File: src/rtl/alarm_controller.sv
// Alarm sequencer: detects the onset of a time match against the programmed
// alarm, then runs the ring / snooze / stop / auto-stop behaviour and drives
// the buzzer with a 1 Hz beep pattern.
module alarm_controller #(
    parameter int SNOOZE_SEC       = 300,
    parameter int RING_TIMEOUT_SEC = 60,
    parameter int MAX_SNOOZE       = 3
) (
    input  logic       clk,
    input  logic       reset,
    input  logic       tick_1hz,
    input  logic [4:0] cur_hours,
    input  logic [5:0] cur_minutes,
    input  logic [5:0] cur_seconds,
    input  logic [4:0] alarm_hours,
    input  logic [5:0] alarm_minutes,
    input  logic [5:0] alarm_seconds,
    input  logic       alarm_enable,
    input  logic       alarm_mode,
    input  logic       snooze_btn,
    input  logic       stop_btn,
    output logic       buzzer,
    output logic       ringing,
    output logic       snoozing,
    output logic [1:0] state,
    output logic [3:0] snooze_count
);

    // Counters only ever reach PARAM-1, so $clog2 bits suffice; keep at least 1 bit.
    localparam int RING_W = (RING_TIMEOUT_SEC > 1) ? $clog2(RING_TIMEOUT_SEC) : 1;
    localparam int SNZ_W  = (SNOOZE_SEC > 1) ? $clog2(SNOOZE_SEC) : 1;
    localparam logic [RING_W-1:0] RING_LAST = RING_W'(RING_TIMEOUT_SEC - 1);
    localparam logic [SNZ_W-1:0]  SNZ_LAST  = SNZ_W'(SNOOZE_SEC - 1);
    localparam logic [3:0]        SNZ_MAX   = 4'(MAX_SNOOZE);

    typedef enum logic [1:0] {
        DISARMED = 2'd0,
        ARMED    = 2'd1,
        RINGING  = 2'd2,
        SNOOZE   = 2'd3
    } state_t;

    state_t              state_reg, state_next;
    logic [RING_W-1:0]   ring_cnt_reg, ring_cnt_next;
    logic [SNZ_W-1:0]    snooze_cnt_reg, snooze_cnt_next;
    logic [3:0]          snooze_count_reg, snooze_count_next;
    logic                beep_reg, beep_next;
    logic                buzzer_reg, ringing_reg, snoozing_reg;
    logic                match_d_reg, snooze_prev_reg, stop_prev_reg;

    logic match, trigger, snooze_press, stop_press;

    // Match and edge detection; trigger fires only on the match onset.
    assign match        = (cur_hours == alarm_hours) && (cur_minutes == alarm_minutes)
                          && (cur_seconds == alarm_seconds);
    assign trigger      = match && !match_d_reg && !alarm_mode;
    assign snooze_press = snooze_btn && !snooze_prev_reg;
    assign stop_press   = stop_btn && !stop_prev_reg;

    // Next-state and counter logic; stop beats snooze beats tick/trigger.
    always_comb begin
        state_next        = state_reg;
        ring_cnt_next     = ring_cnt_reg;
        snooze_cnt_next   = snooze_cnt_reg;
        snooze_count_next = snooze_count_reg;
        beep_next         = beep_reg;

        if (!alarm_enable) begin
            state_next        = DISARMED;
            ring_cnt_next     = '0;
            snooze_cnt_next   = '0;
            snooze_count_next = '0;
            beep_next         = 1'b0;
        end else begin
            case (state_reg)
                DISARMED: state_next = ARMED;
                ARMED: begin
                    if (trigger) begin
                        state_next        = RINGING;
                        ring_cnt_next     = '0;
                        snooze_count_next = '0;
                        beep_next         = 1'b1;
                    end
                end
                RINGING: begin
                    if (stop_press) begin
                        state_next      = ARMED;
                        ring_cnt_next   = '0;
                        snooze_cnt_next = '0;
                    end else if (snooze_press && (snooze_count_reg < SNZ_MAX)) begin
                        state_next        = SNOOZE;
                        snooze_cnt_next   = '0;
                        snooze_count_next = snooze_count_reg + 4'd1;
                    end else if (tick_1hz) begin
                        if (ring_cnt_reg == RING_LAST) begin
                            state_next      = ARMED;
                            ring_cnt_next   = '0;
                            snooze_cnt_next = '0;
                        end else begin
                            ring_cnt_next = ring_cnt_reg + RING_W'(1);
                            beep_next     = !beep_reg;
                        end
                    end
                end
                SNOOZE: begin
                    if (stop_press) begin
                        state_next      = ARMED;
                        ring_cnt_next   = '0;
                        snooze_cnt_next = '0;
                    end else if (tick_1hz) begin
                        if (snooze_cnt_reg == SNZ_LAST) begin
                            state_next    = RINGING;
                            ring_cnt_next = '0;
                            beep_next     = 1'b1;
                        end else begin
                            snooze_cnt_next = snooze_cnt_reg + SNZ_W'(1);
                        end
                    end
                end
                default: state_next = DISARMED;
            endcase
        end
    end

    // State, counters, edge registers and registered outputs.
    always_ff @(posedge clk) begin
        if (reset) begin
            state_reg        <= DISARMED;
            ring_cnt_reg     <= '0;
            snooze_cnt_reg   <= '0;
            snooze_count_reg <= '0;
            beep_reg         <= 1'b0;
            buzzer_reg       <= 1'b0;
            ringing_reg      <= 1'b0;
            snoozing_reg     <= 1'b0;
            match_d_reg      <= 1'b0;
            snooze_prev_reg  <= 1'b0;
            stop_prev_reg    <= 1'b0;
        end else begin
            state_reg        <= state_next;
            ring_cnt_reg     <= ring_cnt_next;
            snooze_cnt_reg   <= snooze_cnt_next;
            snooze_count_reg <= snooze_count_next;
            beep_reg         <= beep_next;
            buzzer_reg       <= (state_next == RINGING) && beep_next;
            ringing_reg      <= (state_next == RINGING);
            snoozing_reg     <= (state_next == SNOOZE);
            match_d_reg      <= match;
            snooze_prev_reg  <= snooze_btn;
            stop_prev_reg    <= stop_btn;
        end
    end

    assign state        = state_reg;
    assign snooze_count = snooze_count_reg;
    assign buzzer       = buzzer_reg;
    assign ringing      = ringing_reg;
    assign snoozing     = snoozing_reg;

endmodule

File: config.mk
export PLATFORM = sky130hd
export DESIGN_NAME = alarm_controller
export DESIGN_NICKNAME = d
export VERILOG_FILES = /design/src/rtl/alarm_controller.sv
export SDC_FILE = /design/constraint.sdc
export NUM_CORES = 1
export LEC_CHECK = 0
export BUFFER_PORTS_ARGS = -buffer_cell sky130_fd_sc_hd__buf_2
export CAP_MARGIN = 5
export CELL_PAD_IN_SITES_DETAIL_PLACEMENT = 1
export CELL_PAD_IN_SITES_GLOBAL_PLACEMENT = 2
export CORE_ASPECT_RATIO = 1.75
export CORE_MARGIN = 1
export CORE_UTILIZATION = 29
export CTS_CLUSTER_DIAMETER = 60
export DETAILED_ROUTE_END_ITERATION = 10
export PLACE_DENSITY_LB_ADDON = 0.1
export SYNTH_ARGS = -nofsm -noshare
export SYNTH_HDL_FRONTEND = slang
export SYNTH_SLANG_ARGS = --single-unit
File: constraint.sdc
create_clock -name clk -period 2.25 [get_ports clk]
set_input_delay 0.225 -clock clk [delete_from_list [all_inputs] [get_ports clk]]
set_output_delay 0.225 -clock clk [all_outputs]
set_load 0.1 [all_outputs]
==> results of run 1 <==
-- path summary, 6_finish.rpt --
| kind | end | slack (ns) | cells after the start |
|---|---|---|---|
| max reg2reg | snooze_cnt_reg[1] | 0.23 | 7 |
| min | stop_prev_reg | 0.17 | 2 |
| max | snooze_cnt_reg[1] | 0.23 | 7 |
| min reg2reg | snooze_count[3] | 0.47 | 2 |
-- cell usage in the layout (no fill, tap or decap), types with 2 or more instances in the layout --
master / instances
sky130_fd_sc_hd__nand3_1: 10
sky130_fd_sc_hd__dfxtp_2: 4
sky130_fd_sc_hd__buf_4: 10
sky130_fd_sc_hd__xnor2_1: 18
sky130_fd_sc_hd__inv_1: 3
sky130_fd_sc_hd__dfxtp_1: 24
sky130_fd_sc_hd__nor2b_1: 5
sky130_fd_sc_hd__o31ai_1: 5
sky130_fd_sc_hd__and2_1: 5
sky130_fd_sc_hd__buf_2: 49
sky130_fd_sc_hd__and4bb_1: 2
sky130_fd_sc_hd__nand4_1: 6
sky130_fd_sc_hd__nor3_1: 6
sky130_fd_sc_hd__and3_1: 3
sky130_fd_sc_hd__a21oi_1: 11
sky130_fd_sc_hd__nand3b_1: 2
sky130_fd_sc_hd__nor4_2: 3
sky130_fd_sc_hd__mux2i_1: 4
sky130_fd_sc_hd__nor2_1: 7
sky130_fd_sc_hd__nand2b_1: 3
sky130_fd_sc_hd__clkbuf_8: 4
sky130_fd_sc_hd__or4_1: 6
sky130_fd_sc_hd__ha_1: 3
sky130_fd_sc_hd__a22oi_1: 2
sky130_fd_sc_hd__a311oi_1: 3
sky130_fd_sc_hd__nor4_1: 4
sky130_fd_sc_hd__nand2_1: 21
sky130_fd_sc_hd__o21ai_1: 6
sky130_fd_sc_hd__o21ai_0: 5
-- critical path: stages (launching register included) --
cell,delay [ns]
sky130_fd_sc_hd__dfxtp_2,0.34
sky130_fd_sc_hd__ha_1,0.18
sky130_fd_sc_hd__or3_4,0.35
sky130_fd_sc_hd__nor2_2,0.14
sky130_fd_sc_hd__o32ai_2,0.11
sky130_fd_sc_hd__buf_4,0.20
sky130_fd_sc_hd__or4_1,0.47
sky130_fd_sc_hd__a21oi_1,0.15
-- logic make-up (layout without fill, tap and decap cells) --
group | Yosys count | after routing
flip-flops | 28 | 28
buffers and inverters | 8 | 67
AO/OA/AOI/OAI | 43 | 43
multiplexers | 4 | 4
XOR/XNOR | 18 | 18
AND/OR/NAND/NOR | 93 | 93
adder cells (fa/ha/maj) | 3 | 3
-- area by class of cell --
cell class,count,area (sq um)
Timing Repair Buffer,59,320.3
Fill cell,716,3476
Clock buffer,4,55.05
Tap cell,76,95.09
Inverter,4,15.01
Multi-Input combinational cell,161,1104
Sequential cell,28,565.5
-- power groups by stage --
stage	Sequential (mW)	Clock [mW]	Combinational (mW)
after floorplan	0.519	0	0.0635
after global placement	0.513	0	0.129
after detailed placement	0.513	0	0.131
after CTS	0.502	0.342	0.131
after global routing	0.502	0.359	0.143
final	0.501	0.317	0.129
-- per-stage QoR --
stage | setup WS, ns | std cells | instance area, sq um | total power [mW] | utilization [%]
6_report | 0.2321 | 332 | 2155 | 0.9472 | 38.27
5_1_grt | 0.1065 | 332 | 2155 | 1.005 | 38.27
4_1_cts | 0.2215 | 332 | 2155 | 0.9743 | 38.27
3_5_place_dp | 0.2446 | 328 | 2100 | 0.6438 | 37.29
3_3_place_gp | 0.2880 | 328 | 2100 | 0.6425 | 37.29
2_1_floorplan | 0.1182 | 197 | 1707 | 0.5821 | -
-- routing by layer --
metal	up-vias	track usage [%]	part of all wire, %	wire [microns]
met1	861	18.89	35	1856
li1	856	-	-	-
met3	4	1.617	1.1	58
met2	13	37.78	62	3251
met5	-	0	0	0
met4	0	5.903	1.4	74
==> out/qor_table.md, run 1 <==
| Item | Reported | Unit |
| --- | --- | --- |
| Wire per inst | 15.78 | microns |
| Number of synthesized flops with an enable pin | 0 | - |
| Proportion of synthesized area in mux cells | 2.353 | % |
| Post-synthesis to final-layout area growth | 26.62 | % |
| Synthesized area per cell | 8.638 | sq um |
| Critical path class | flip-flop to flip-flop | - |
| Clock power frac | 33.5 | % |
| Post-CTS Setup Repair Bufs | 0 | - |
| Reg power frac | 52.9 | % |
| Total Die Area | 6190 | sq um |
| Num CTS Buffers | 3 | - |
| Sequential area share after synthesis | 32.94 | % |
| Post-Synth XOR/XNOR Area | 9.265 | % |
| Port Buffer Count | 49 | - |
| Post-synth net total | 241 | - |
| DR pass1 iterations | 4 | - |
| Leakage power summed over all cells | 0.7884 | nW |
| Switching Power | 0.2305 | mW |
| Clock-pin slew on the worst setup and hold paths | 0.10 | ns |
| Max-Slew Margin vs Limit | 61.05 | % |
| Grt total ovfl | 0 | - |
| Worst hold-check slack | 0.1660 | ns |
| Die height | 103.3 | microns |
| Row count | 36 | - |
| Ys flop type | sky130_fd_sc_hd__dfxtp_1 | - |
| CP required | 2.46 | ns |
| Worst min-delay path category | input port to flip-flop | - |
| P per Cell Area | 439.6 | nW/um^2 |
| Crit share post-route | 89.68 | % |
| CTS sink count | 28 | - |
| Count of yosys warnings during synthesis | 0 | - |
| Logic gate share of total power | 13.6 | % |
| Flip-flop count of the largest register, all copies and words added | 9 | - |
| Via density | 5.223 | - |
| Via count of the first global-routing pass | 1,769 | - |
| Total length of routed wires | 5240 | microns |
| Switching part of the total | 24.33 | % |
| Width of the die | 59.91 | microns |
| Maximum fanout along the worst path | 16 | - |
| Worst Path Arrival | 2.22 | ns |
| Worst vdd ir | 0.1633 | mV |
| Level count of the clock H-tree | 1 | - |
| Global-route wire length before repair | 8576 | microns |
| Largest net degree at the start of global routing | 17 | - |
| Complex-gate fraction of the synthesized area | 17.94 | % |
| Number of design rule violations left after detail routing | 0 | - |
| Deepest clock path buffer count | 2 | - |
| Aggregate negative setup slack | 0 | ns |
| Category of the worst setup path launch point | flip-flop | - |
| Post-CTS Hold Fix Bufs | 0 | - |
| Number of inserted diodes | 0 | - |
| Last weighted congestion value of the routability-driven placer | 0.7573 | - |
| TritonCTS clock tree | done | - |
| Most frequent cells after synthesis | sky130_fd_sc_hd__dfxtp_1 (28), sky130_fd_sc_hd__nand2_1 (21), sky130_fd_sc_hd__xnor2_1 (18), sky130_fd_sc_hd__a21oi_1 (11), sky130_fd_sc_hd__nand3_1 (10) | - |
| Initial Util | 30.22 | % |
| Final ANT Viol Nets | 0 | - |
| IO Count | 50 | - |
| Count of final hold-check violations | 0 | - |
| Transition time at the pin with the least slew margin | 0.5798 | ns |
| Launch instance of the worst register-to-register path | snooze_count[0] | - |
| Number of instances resized during post-cts repair | 0 | - |
| Synthesized-area fraction occupied by adder cells | 2.206 | % |
| Count of cell types in the netlist | 50 | - |
| Min-Delay Startpoint | reset | - |
| #FFs+latches synth | 28 | - |
| Share of synthesized registers carrying an async set or reset | 0 | % |
| Number of max-cap violations | 0 | - |
| Root Buffer | sky130_fd_sc_hd__clkbuf_8 | - |
| Internal power consumption | 0.7167 | mW |
| Standard cell core area | 5630 | sq um |
| Kind of end point of the critical path | flip-flop | - |
| Max Clock Skew | 0.003423 | ns |
| Antenna violations before repair | 0 | - |
| Number of setup violations in the final report | 0 | - |
| Mapped Cells | 197 | - |
| Setup repair after global routing missed its margin | no | - |
| Cell type contributing the most total cell area after synthesis | sky130_fd_sc_hd__dfxtp_1 | - |
| Final Max Slew Viols | 0 | - |
| Combinational family with the most area after synthesis | simple AND/OR/NAND/NOR gates | - |
| Synthesized-area fraction occupied by and/or/nand/nor cells | 33.09 | % |
| Netlist area before placement | 1702 | sq um |
| Final critical path time including I/O delays and setup | 2.018 | ns |
| Launch point of the critical path | snooze_count[0] | - |
| Top cells by area in the synthesized netlist | sky130_fd_sc_hd__dfxtp_1 (33%), sky130_fd_sc_hd__xnor2_1 (9.3%), sky130_fd_sc_hd__nand2_1 (4.6%) | - |
| Most instantiated library cell after synthesis | sky130_fd_sc_hd__dfxtp_1 | - |
| Number of DRC markers in iteration 0 | 68 | - |
| Top-area cell type share of the netlist area | 32.94 | % |
| Nets@finish | 301 | - |
| Combined global-route utilization of all metal layers | 18.60 | % |
| Fraction of final layout cells sized beyond drive strength 1 | 30.86 | % |
| Peak Freq | 495.6 | MHz |
| Number of vias in the routed layout | 1,734 | - |
| Clock latency of the later-clocked register in the worst-skew pair | 0.27 | ns |
| Status | finished, final reports clean | - |
| Final HPWL from detailed placement | 4377 | microns |
No activity file was read; power rests on OpenSTA's default activity.
==> run 2: changes to the inputs <==
--- a/config.mk
+++ b/config.mk
@@ -5,15 +5,15 @@
 export SDC_FILE = /design/constraint.sdc
 export NUM_CORES = 1
 export LEC_CHECK = 0
-export BUFFER_PORTS_ARGS = -buffer_cell sky130_fd_sc_hd__buf_2
 export CAP_MARGIN = 5
 export CELL_PAD_IN_SITES_DETAIL_PLACEMENT = 1
 export CELL_PAD_IN_SITES_GLOBAL_PLACEMENT = 2
 export CORE_ASPECT_RATIO = 1.75
 export CORE_MARGIN = 1
-export CORE_UTILIZATION = 29
+export CORE_UTILIZATION = 36
 export CTS_CLUSTER_DIAMETER = 60
 export DETAILED_ROUTE_END_ITERATION = 10
+export DONT_BUFFER_PORTS = 1
 export PLACE_DENSITY_LB_ADDON = 0.1
 export SYNTH_ARGS = -nofsm -noshare
 export SYNTH_HDL_FRONTEND = slang
==> constraint.sdc (replaced) <==
create_clock -name clk -period 2.25 [get_ports clk]
set_input_delay 0 -clock clk [delete_from_list [all_inputs] [get_ports clk]]
set_output_delay 0 -clock clk [all_outputs]
set_load 0.1 [all_outputs]
==> run 2 against run 1 <==
  * Register-to-register slack worse by 0.09 ns
  * The run now ends with negative hold slack left
  * Die area down 19%
  * Sequential share of layout area up 3.3 points
  * Via count down 8.1%
  * Largest power group unchanged
  * Combinational power down 30%
==> out/qor_table.md, run 2 (synthesized netlist as in run 1, its figures left out) <==
| Item | Reported | Unit | Change |
| --- | --- | --- | --- |
| Clock latency of the later-clocked register in the worst-skew pair | 0.28 | ns | about the same |
| Total Die Area | 5017 | sq um | -19% |
| Largest net degree at the start of global routing | 17 | - | unchanged |
| Number of DRC markers in iteration 0 | 32 | - | -53% |
| Deepest clock path buffer count | 2 | - | unchanged |
| Nets@finish | 254 | - | -16% |
| Last weighted congestion value of the routability-driven placer | 0.8072 | - | +6.6% |
| Num CTS Buffers | 3 | - | unchanged |
| DR pass1 iterations | 4 | - | unchanged |
| Final critical path time including I/O delays and setup | 2.104 | ns | +0.08582 ns |
| Number of design rule violations left after detail routing | 0 | - | unchanged |
| Wire per inst | 19.33 | microns | +23% |
| Final Max Slew Viols | 0 | - | unchanged |
| Aggregate negative setup slack | 0 | ns | unchanged |
| Max-Slew Margin vs Limit | 34.55 | % | -27 points |
| Kind of end point of the critical path | flip-flop | - |  |
| Root Buffer | sky130_fd_sc_hd__clkbuf_8 | - |  |
| Number of vias in the routed layout | 1,593 | - | -8.1% |
| Via count of the first global-routing pass | 1,659 | - | -6.2% |
| Peak Freq | 475.4 | MHz | -4.1% |
| Maximum fanout along the worst path | 6 | - | -10 |
| Transition time at the pin with the least slew margin | 0.9817 | ns | +0.4020 ns |
| Leakage power summed over all cells | 0.5997 | nW | -24% |
| Minimum setup slack in the final design | 0.1463 | ns | -0.08582 ns |
| Category of the worst setup path launch point | flip-flop | - |  |
| Status | finished, violations left | - |  |
| Flip-flop count of the largest register, all copies and words added | 9 | - | unchanged |
| Combined global-route utilization of all metal layers | 20.94 | % | +2.3 points |
| Antenna violations before repair | 0 | - | unchanged |
| Die height | 92.95 | microns | -10% |
| Worst hold-check slack | -0.0004270 | ns | -0.1664 ns |
| Crit share post-route | 93.50 | % | +3.8 points |
| Worst Reg2Reg Path Length in Cells | 6 | - | -1 |
| Number of inserted diodes | 0 | - | unchanged |
| CTS sink count | 28 | - | unchanged |
| Worst min-delay path category | input port to flip-flop | - |  |
| Count of final hold-check violations | 1 | - | +1 |
| Via density | 6.127 | - | +17% |
| Global-route wire length before repair | 7803 | microns | -9.0% |
| Final ANT Viol Nets | 0 | - | unchanged |
| Grt total ovfl | 0 | - | unchanged |
| Row count | 32 | - | -11% |
| Number of max-cap violations | 0 | - | unchanged |
| Standard cell core area | 4484 | sq um | -20% |
| Setup repair after global routing missed its margin | no | - |  |
| Final Power | 0.9100 | mW | -3.9% |
| R2R Setup Slk | 0.15 | ns | -0.09 ns |
| Max Clock Skew | 0.002668 | ns | -0.0007542 ns |
| Width of the die | 53.97 | microns | -9.9% |
| Final HPWL from detailed placement | 4125 | microns | -5.7% |
| TritonCTS clock tree | done | - |  |
| Critical path class | flip-flop to flip-flop | - |  |
| IO Count | 50 | - | unchanged |
| Port Buffer Count | 0 | - | -100% |
| Hold Path Depth | 3 | - | +1 |
| Worst vdd ir | 0.3489 | mV | +110% |
| Total length of routed wires | 5027 | microns | -4.1% |
| Initial Util | 37.95 | % | +7.7 points |
| Most common cell after layout, fill and taps aside | sky130_fd_sc_hd__dfxtp_1 | - |  |
| Post-synthesis to final-layout area growth | 12.35 | % |  |
| Level count of the clock H-tree | 1 | - | unchanged |
| P per Cell Area | 476.0 | nW/um^2 | +8.3% |
| Clock-pin slew on the worst setup and hold paths | 0.10 | ns | about the same |
| Leading cell types in the layout, fill and taps excluded | sky130_fd_sc_hd__dfxtp_1 (24), sky130_fd_sc_hd__nand2_1 (21), sky130_fd_sc_hd__xnor2_1 (18) | - |  |
| Worst Path Arrival | 2.28 | ns | +0.06 ns |
| CP required | 2.43 | ns | -0.03 ns |
| Pre-CTS WS | 0.1214 | ns | -0.1232 ns |
| Fraction of final layout cells sized beyond drive strength 1 | 14.83 | % | -16 points |
| Violated checks | negative hold slack | - |  |
| Number of setup violations in the final report | 0 | - | unchanged |
## run 2: cell count changes in the layout (fill, tap and decap cells not counted), sizes merged
cell | before | now
dlygate4sd3 | 0 | 3
buf | 59 | 9
## run 2: worst max-delay path, stage by stage, from the launching register on
cell and delay (ns):
sky130_fd_sc_hd__dfxtp_1 0.40, sky130_fd_sc_hd__ha_1 0.30, sky130_fd_sc_hd__nor4bb_2 0.33, sky130_fd_sc_hd__nand4_1 0.30, sky130_fd_sc_hd__o32ai_1 0.24, sky130_fd_sc_hd__a22oi_1 0.21, sky130_fd_sc_hd__and2_1 0.23
## run 2: repair_timing
| action | in CTS | in global routing |
|---|---|---|
| hold buffers | 3 | 0 |
| resized for setup | 0 | 2 |
| setup buffers | 0 | 0 |
| hold endpoints to repair | 3 | 0 |
| endpoints found under the setup margin | 0 | 6 |
## run 2: metal layers
layer  share of wire, %  global-route usage [%]
met1                 36                   20.78
met2                 60                   41.26
met3                2.5                   2.299
met4                1.5                   6.838
met5                  0                       0
## run 2: final timing paths
kind | start | endpoint
max | snooze_cnt_reg[0] | state[0]
min | cur_hours[3] | match_d_reg
max reg2reg | snooze_cnt_reg[0] | state[0]
min reg2reg | ring_cnt_reg[5] | ring_cnt_reg[5]
## run 2: metrics by stage
step                instances  utilization [%]  instance area [sq um]
floorplan                 197                -                   1707
global route              260            42.63                   1912
detailed placement        253            40.49                   1815
finish                    260            42.63                   1912
global placement          253            40.49                   1815
CTS                       260            42.38                   1901
## run 2: cell type report
| cell class | instances | area [sq um] |
|---|---|---|
| well taps | 51 | 63.81 |
| fillers | 576 | 2572 |
| clock buffers | 4 | 55.05 |
| inverters | 4 | 15.01 |
| multi-input cells | 161 | 1115 |
| repair buffers | 12 | 97.59 |
| flip-flops and latches | 28 | 565.5 |
## run 2: where the power goes
group	internal, mW	switching (mW)	leakage (nW)
sequential	0.498	0.00162	0.228
clock	0.157	0.162	0.0288
combinational	0.0407	0.0501	0.343
total	0.696	0.214	0.600
